File: src/rtl/if_stage_pkg.sv
// ============================================================================
// if_stage_pkg : shared widths, NOP encoding and IF-stage state/select types
// Revision     : 1.0
// ============================================================================
`default_nettype none

package if_stage_pkg;

    localparam int WORD_ADDR_BUS = 30;
    localparam int WORD_DATA_BUS = 32;

    localparam logic [WORD_DATA_BUS-1:0] ISA_NOP = 32'h0;

    typedef enum logic [1:0] {
        IF_FETCH = 2'd0,
        IF_HOLD  = 2'd1,
        IF_DRAIN = 2'd2
    } if_state_e;

    // What the IF pipeline register captures on the next edge.
    typedef enum logic [1:0] {
        IFR_KEEP   = 2'd0,
        IFR_BUS    = 2'd1,
        IFR_SKID   = 2'd2,
        IFR_BUBBLE = 2'd3
    } if_reg_sel_e;

endpackage

`default_nettype wire

File: src/rtl/if_reg.sv
// ============================================================================
// if_reg   : IF pipeline register (load/hold/bubble) plus one-word skid buffer
// Revision : 1.0
// ============================================================================
`default_nettype none

module if_reg
    import if_stage_pkg::*;
#(
    parameter int ADDR_W = WORD_ADDR_BUS,
    parameter int DATA_W = WORD_DATA_BUS
) (
    input  logic              clk,
    input  logic              rst,
    input  if_reg_sel_e       sel,
    input  logic              skid_load,
    input  logic [ADDR_W-1:0] bus_pc,
    input  logic [DATA_W-1:0] bus_data,
    output logic [ADDR_W-1:0] if_pc,
    output logic [DATA_W-1:0] if_insn,
    output logic              if_en
);

    logic [ADDR_W-1:0] skid_pc;
    logic [DATA_W-1:0] skid_insn;

    always_ff @(posedge clk or posedge rst) begin
        if (rst) begin
            skid_pc   <= '0;
            skid_insn <= '0;
        end else if (skid_load) begin
            skid_pc   <= bus_pc;
            skid_insn <= bus_data;
        end
    end

    // A bubble keeps the old PC so decode always sees a meaningful IFPC.
    always_ff @(posedge clk or posedge rst) begin
        if (rst) begin
            if_pc   <= '0;
            if_insn <= DATA_W'(ISA_NOP);
            if_en   <= 1'b0;
        end else begin
            case (sel)
                IFR_BUS: begin
                    if_pc   <= bus_pc;
                    if_insn <= bus_data;
                    if_en   <= 1'b1;
                end
                IFR_SKID: begin
                    if_pc   <= skid_pc;
                    if_insn <= skid_insn;
                    if_en   <= 1'b1;
                end
                IFR_BUBBLE: begin
                    if_insn <= DATA_W'(ISA_NOP);
                    if_en   <= 1'b0;
                end
                default: ;
            endcase
        end
    end

endmodule

`default_nettype wire

File: src/rtl/if_stage.sv
// ============================================================================
// if_stage : instruction fetch - PC, fetch FSM and request/ready bus master
// Revision : 1.0
// ============================================================================
`default_nettype none

module if_stage
    import if_stage_pkg::*;
#(
    parameter int                ADDR_W       = WORD_ADDR_BUS,
    parameter int                DATA_W       = WORD_DATA_BUS,
    parameter logic [ADDR_W-1:0] RESET_VECTOR = '0
) (
    input  logic              clk,
    input  logic              reset_,
    input  logic              Stall,
    input  logic              Flush,
    input  logic [ADDR_W-1:0] NewPC,
    input  logic              BrTaken,
    input  logic [ADDR_W-1:0] BrAddr,
    output logic              BusReq,
    output logic [ADDR_W-1:0] BusAddr,
    input  logic [DATA_W-1:0] BusRdData,
    input  logic              BusRdy,
    output logic [ADDR_W-1:0] IFPC,
    output logic [DATA_W-1:0] IFInsn,
    output logic              IFEn
);

    if_state_e         state;
    if_state_e         next_state;
    if_reg_sel_e       sel;
    logic [ADDR_W-1:0] pc;
    logic [ADDR_W-1:0] old_addr;
    logic              skid_load;
    logic              pc_inc;
    logic              old_load;
    logic              redirect;
    logic [ADDR_W-1:0] target;

    assign redirect = Flush || (BrTaken && !Stall);
    assign target   = Flush ? NewPC : BrAddr;

    // Bus side depends only on registered state; reset forces a cancel.
    assign BusReq  = !reset_ && (state != IF_HOLD);
    assign BusAddr = (state == IF_DRAIN) ? old_addr : pc;

    always_ff @(posedge clk or posedge reset_) begin
        if (reset_) begin
            state    <= IF_FETCH;
            pc       <= RESET_VECTOR;
            old_addr <= '0;
        end else begin
            state <= next_state;
            if (redirect) begin
                pc <= target;
            end else if (pc_inc) begin
                pc <= pc + 1'b1;
            end
            if (old_load) begin
                old_addr <= pc;
            end
        end
    end

    always_comb begin
        next_state = state;
        sel        = IFR_KEEP;
        skid_load  = 1'b0;
        pc_inc     = 1'b0;
        old_load   = 1'b0;
        if (redirect) begin
            sel = IFR_BUBBLE;
            case (state)
                IF_FETCH: begin
                    // An outstanding request cannot be withdrawn; drain it.
                    if (!BusRdy) begin
                        old_load   = 1'b1;
                        next_state = IF_DRAIN;
                    end
                end
                IF_HOLD:  next_state = IF_FETCH;
                IF_DRAIN: if (BusRdy) next_state = IF_FETCH;
                default:  next_state = IF_FETCH;
            endcase
        end else if (Stall) begin
            case (state)
                IF_FETCH: begin
                    if (BusRdy) begin
                        skid_load  = 1'b1;
                        pc_inc     = 1'b1;
                        next_state = IF_HOLD;
                    end
                end
                IF_HOLD:  next_state = IF_HOLD;
                IF_DRAIN: if (BusRdy) next_state = IF_FETCH;
                default:  next_state = IF_FETCH;
            endcase
        end else begin
            case (state)
                IF_FETCH: begin
                    if (BusRdy) begin
                        sel    = IFR_BUS;
                        pc_inc = 1'b1;
                    end else begin
                        sel = IFR_BUBBLE;
                    end
                end
                IF_HOLD: begin
                    sel        = IFR_SKID;
                    next_state = IF_FETCH;
                end
                IF_DRAIN: begin
                    sel = IFR_BUBBLE;
                    if (BusRdy) next_state = IF_FETCH;
                end
                default: next_state = IF_FETCH;
            endcase
        end
    end

    if_reg #(
        .ADDR_W (ADDR_W),
        .DATA_W (DATA_W)
    ) u_if_reg (
        .clk       (clk),
        .rst       (reset_),
        .sel       (sel),
        .skid_load (skid_load),
        .bus_pc    (pc),
        .bus_data  (BusRdData),
        .if_pc     (IFPC),
        .if_insn   (IFInsn),
        .if_en     (IFEn)
    );

endmodule

`default_nettype wire

File: config.mk
export PLATFORM = sky130hd
export DESIGN_NAME = if_stage
export DESIGN_NICKNAME = d
export VERILOG_FILES = /design/src/rtl/if_stage_pkg.sv /design/src/rtl/if_reg.sv /design/src/rtl/if_stage.sv
export SDC_FILE = /design/constraint.sdc
export NUM_CORES = 1
export LEC_CHECK = 0
export BUFFER_PORTS_ARGS = -buffer_cell sky130_fd_sc_hd__clkbuf_2
export CAP_MARGIN = 20
export CORE_ASPECT_RATIO = 1.75
export CORE_MARGIN = 8
export CORE_UTILIZATION = 39
export CTS_CLUSTER_DIAMETER = 80
export DETAILED_ROUTE_END_ITERATION = 8
export GPL_ROUTABILITY_DRIVEN = 0
export PLACE_DENSITY = 0.7
export SLEW_MARGIN = 20
export SYNTH_ARGS = -nofsm -noshare
export SYNTH_HDL_FRONTEND = slang
export SYNTH_SLANG_ARGS = --single-unit
File: constraint.sdc
create_clock -name clk -period 5.87 [get_ports clk]
set_input_delay 0.587 -clock clk [delete_from_list [all_inputs] [get_ports clk]]
set_output_delay 0.587 -clock clk [all_outputs]
set_load 0.01 [all_outputs]
# [After elaboration in Yosys (flattened, before gate mapping)]
# Cells that the tools add are included.
# W data, S select, Z words.
[word_totals] regBits=187 latchBits=0 mem_bits_rw=0 romBits=0 inputBits=98 output_inout_bits=94 word_cells=57 mem_count=0
[classes] addsub=1 n_mul=0 div_mod_pow=0 n_lt_le_gt_ge=0 n_eq_ne=9 n_shift=0 muxes=27 bitwise_logic=0 n_reduce_logical=12
[op_table] cell="$mux W30" count=4
[op_table] cell="$pmux W32 S3" count=1
[op_table] cell="$pmux W30 S2" count=1
[op_table] cell="$add A30 B1 Y30 const B" count=1
[op_table] cell="$mux W2" count=8
[op_table] cell="$pmux W2 S3" count=2
[op_table] cell="$ne A3 B3 Y1 const B" count=3
[op_table] cell="$mux W1" count=8
[op_table] cell="$pmux W2 S2" count=2
[op_table] cell="$eq A2 B2 Y1 const B" count=3
[op_table] cell="$reduce_bool A2 Y1" count=3
[op_table] cell="$eq A2 B1 Y1 const B" count=2
[op_table] cell="$reduce_and A3 Y1" count=1
[op_table] cell="$reduce_bool A3 Y1" count=1
[op_table] cell="$logic_and A1 B1 Y1" count=2
[op_table] cell="$logic_not A1 Y1" count=2
[op_table] cell="$logic_not A2 Y1" count=1
[op_table] cell="$ne A2 B1 Y1 const B" count=1
[op_table] cell="$pmux W1 S2" count=1
[op_table] cell="$reduce_or A2 Y1" count=1
[op_table] cell="$logic_or A1 B1 Y1" count=1

# [Depth between registers and ports, before layout]
[depth] depth_word=7 mapped_depth=12

# [Hierarchy]
# From an unflattened synthesis, not the netlist that was laid out.
[hier_totals] cells_unflattened=751 area_unflattened_um2=9110.0
[by_module_without_submodules] mod="if_reg" instances=1 cells_per_inst=381 area_per_inst_um2=5190.0 seq_area_each_um2=3128.0
[by_module_without_submodules] mod="if_stage" instances=1 cells_per_inst=370 area_per_inst_um2=3920.0 seq_area_each_um2=1551.5

# [Worst setup path before layout]
# Ideal clock, no wire load.
[synth_path] path_type="input port to flip-flop" from="input Flush" to="register u_if_reg.if_insn[11]" setup_time_ns=0.083 arrival_ns=2.442 required_ns=5.787 path_slack_ns=3.345 cell_stages=10 n_path_buf=5 cell_sequence="buf_2 > buf_1 > buf_1 > nor2_1 > ha_1 > clkbuf_1 > clkbuf_1 > nor3b_1 > a21oi_1 > o21ai_0"
[synth_via] elab_chain_len=4 word_cells_on_any_way=7 classes_between="eq/ne (3); mux (2); reduce/logical (2)"
[synth_rtl] item="start: declaration" line="if_stage.sv:17" source="input logic Flush,"
[synth_rtl] item="$logic_or A1 B1 Y1 (*)" line="if_stage.sv:41" source="assign redirect = Flush || (BrTaken && !Stall);"
[synth_rtl] item="$mux W2 (*)" line="if_stage.sv:72" source="if (redirect) begin"
[synth_rtl] item="$eq A2 B2 Y1 / $eq A2 B1 Y1 (equally long branches)" line="if_reg.sv:44" source="case (sel)"
[synth_rtl] item="$pmux W32 S3 / $reduce_bool A3 Y1 (equally long branches)"
[synth_rtl] item="end signal: assignment" line="if_reg.sv:41" source="if_insn <= DATA_W'(ISA_NOP);"
[synth_rtl] item="end signal: assignment" line="if_reg.sv:47" source="if_insn <= bus_data;"
[synth_rtl] item="end signal: assignment" line="if_reg.sv:52" source="if_insn <= skid_insn;"
[synth_rtl] item="end: declaration" line="if_reg.sv:20" source="output logic [DATA_W-1:0] if_insn,"
# Every way passes the cells marked *; elsewhere a longest branch is shown, timed or not.
# A chain may end at the register's enable or synchronous reset.

# [Worst setup path in the final report]
[layout_path] from="register state[0]" to="register u_if_reg.if_insn[0]"
[layout_via] elab_chain_len=6 word_cells_on_any_way=11 classes_between="eq/ne (5); mux (4); reduce/logical (2)"
[layout_rtl] item="start: declaration" line="if_stage.sv:30" source="if_state_e state;"
[layout_rtl] item="start signal: assignment" line="if_stage.sv:54" source="state <= next_state;"
[layout_rtl] item="$eq A2 B2 Y1, or another cell as far along" line="if_stage.sv:100" source="case (state)"
[layout_rtl] item="$pmux W2 S3 (*)" line="if_stage.sv:100"
[layout_rtl] item="$mux W2 (*)" line="if_stage.sv:86" source="end else if (Stall) begin"
[layout_rtl] item="$mux W2 (*)" line="if_stage.sv:72"
[layout_rtl] item="$eq A2 B2 Y1 / $eq A2 B1 Y1 (equally long branches)" line="if_reg.sv:44"
[layout_rtl] item="$pmux W32 S3 / $reduce_bool A3 Y1 (equally long branches)"
# Marks and branches as above.

==> flow_summary.ini <==
[status]
status = finished clean

[sta]
tightestPinTransition_ns = 0.9992
setup_violations = 0
timing.setup.tns_ns = 0
min_period_ns = 3.381
holdWs_ns = 0.3651
fmax_mhz = 295.7
skew_ns = 0.008958
rsz0062_at_grt = false
finalHoldViolations = 0
slew_headroom = 0.3331
fin_crit_sh = 0.5761
maxSlewViolCount = 0

[layout]
multi_input_area_mm2 = 0.004074
final_nets = 1064
fin_cells = 1270
drive_gt1_frac = 0.3598
seqCellArea_mm2 = 0.004679
n_antenna_cell = 0
fin_util = 0.4735
areaGrowthSynthToFinish_pct = 19.28
fillers = 2203

[placement]
dp_hpwl_mm = 15.60
io_buffers = 191
placedCellCount = 1238

[routing]
dr.pass1.iters = 4
detail-route-antenna-nets = 0
drtIter0Drc = 331
drc = 0
routedWlPerCell_um = 17.77
num_vias = 6491
routed_wl_mm = 22.57
avgViaCountPerCell = 5.111

[floorplan]
core_area_mm2 = 0.02265
num_rows = 73
io_pins = 192
die_height_um = 216.9
start_util = 0.3970
die_area_mm2 = 0.02836
die_w_um = 130.8

[worst_setup_path]
cp_common_cell = nor2_1
cp-start-kind = flop
required_ns = 6.16
cpPeakStageDelay_ns = 0.73
worstPathMaxFanout = 64
criticalPathCategory = reg -> reg
crit_slowest_cell = ha_4
crit_chain = inv_1 -> ha_2 -> nor3_1 -> nor2_1 -> nor2_1 -> ha_4 -> buf_4 -> nor3b_1 -> a21oi_1 -> o21ai_0
cp.arrival_ns = 3.67
crit_path_end_kind = flop

[power]
total_power_mw = 4.918
leakagePower_nw = 4.743
worst_ir_drop_vdd_mv = 0.3064
p_switching_mw = 1.695
p_clk_frac = 0.220
switching_share = 0.3446
p_int_mw = 3.224
power_frac_comb = 0.344
sequentialPowerShare = 0.436
power_density_mw_per_mm2 = 458.5

[yosys]
synth_edf_count = 0
ys_ff_latch = 187
postSynthNetCount = 911
synthCells = 805
synth_flop_cell = dfrtp_1
async_flop_share = 1.000
syn_area_mm2 = 0.008992
yosys_warnings = 0
ys_seq_area_frac = 0.5204
yosysUniqueCellTypes = 42
avgSynthCellArea_um2 = 11.17

[clocking]
htree_levels = 4
clk_path_buf_depth = 2
clockRootBuffer = clkbuf_16
post_cts_resized = 0
cts_tree = built
clock_latency_ns = 0.44
cts_buffers = 17
cts_hold_buffers = 0
cts.sinks = 187
clkSlewWorstSetupHoldPaths_ns = 0.07
post-cts-setup-buffers = 0

[global_route]
overflow = 0
grt_pass1_wl_mm = 35.98
grt_max_degree = 130
antenna_found_initial = 0
first_global_vias = 6722
grt_usage = 0.1641

[hold_path]
hp-class = in -> async

[run]
cap_violations = 0
## synthesized netlist by cell type, types with 2 or more instances
master      n  area (um^2)
inv_1       9        33.78
nand4_1    12        75.07
buf_2      20        100.1
nor2_1     11        41.29
and3_1      3        18.77
dfrtp_1   187         4679
buf_1       4        15.01
o21ai_0    72        360.4
nor4_4      2        42.54
nor2b_1    23        143.9
nand3_1     8        40.04
mux2i_1    38        380.4
o21ai_1     6        30.03
nand2b_1    2        12.51
a211oi_1   23        172.7
ha_1        8        100.1
mux2_2    106         1194
nor3_1      3        15.01
and4_1      2        17.52
nor3b_1    30        225.2
a21oi_1    55        275.3
a22oi_1     2        15.01
mux2_1     10        112.6
clkbuf_1   38        142.6
xor2_1     25        219.0
xnor2_1     4        35.03
nand2_1    87        326.6
## sequential cells by signal, indices dropped and copies added, names as in the netlist
signal / cells
old_addr: 30
u_if_reg.if_pc: 30
u_if_reg.skid_pc: 30
u_if_reg.if_en: 1
u_if_reg.skid_insn: 32
state: 2
pc: 30
u_if_reg.if_insn: 32
## cells in the final DEF (no fill, tap or decap), drive strengths merged, types with 6 or more instances in the layout
cell type	netlist	final
mux2i	38	38
nor2b	23	23
xor2	25	25
clkbuf	38	216
a21oi	55	55
nand2	88	88
nor3b	30	30
o21ai	78	78
dfrtp	187	187
inv	10	10
nand4	14	14
nor2	12	12
buf	24	6
ha	8	8
a211oi	23	23
mux2	116	116
nand3	10	10
## layer usage
metal  global-route usage  wire length, um
met3              0.03746             1102
met1               0.1853             9147
met5                    0                0
met2               0.2858            11740
met4              0.07311              575
## cell families after synthesis
logic type	after synthesis	synth area share
DFF	187	0.5204
xor gates and xnor gates	29	0.02825
and+or+nand+nor	193	0.1212
adders and majority gates	8	0.01113
muxes	154	0.1876
buffers and inverters	72	0.03284
AOI/OAI and AO/OA	162	0.09865
## power by group through the flow
| stage | logic (mW) | registers (mW) | clock network, mW |
|---|---|---|---|
| global route | 1.86 | 2.21 | 1.16 |
| detailed placement | 1.72 | 2.16 | 0 |
| global placement | 1.69 | 2.14 | 0 |
| finish | 1.69 | 2.14 | 1.08 |
| floorplan | 1.07 | 2.16 | 0 |
| CTS | 1.73 | 2.14 | 1.11 |
## cell type report
class                      count  area share
clock buffer                  26     0.04747
sequential                   187      0.4363
clock inverter                 5    0.003266
tap                          300     0.03499
multi-input combinational    546      0.3798
timing repair buffer         196     0.09402
inverter                      10    0.004199
## worst max-delay path: cells and delay by family (launching register included)
kind            cells  cell delay (ns)
buf+inv             2             0.63
flops               1             0.37
fa+ha+maj           2             1.23
compound gates      2             0.21
simple gates        4             0.76
## per-stage QoR
step	worst slack, ns	cell area (um^2)
2_1_floorplan	0.1976	8992
3_3_place_gp	2.347	10150
3_5_place_dp	2.283	10150
4_1_cts	2.500	10690
5_1_grt	2.153	10730
6_report	2.489	10730
## final timing paths
| check | start | endpoint | slack (ns) | cells after the start |
|---|---|---|---|---|
| max reg2reg | state[0]$_DFFE_PP0P_ | u_if_reg.if_insn[0]$_DFFE_PP0P_ | 2.49 | 10 |
| max in group asynchronous | reset_ | u_if_reg.if_pc[2]$_DFFE_PP0P_ | 4.20 | 3 |
| max | state[0]$_DFFE_PP0P_ | u_if_reg.if_insn[0]$_DFFE_PP0P_ | 2.49 | 10 |
| min | reset_ | u_if_reg.skid_insn[20]$_DFFE_PP0P_ | 0.37 | 2 |
| min reg2reg | u_if_reg.skid_pc[23]$_DFFE_PP0P_ | u_if_reg.skid_pc[23]$_DFFE_PP0P_ | 0.48 | 2 |
| min in group clk | BusRdData[16] | u_if_reg.skid_insn[16]$_DFFE_PP0P_ | 0.38 | 2 |
Power figures use the tool's default switching activity.
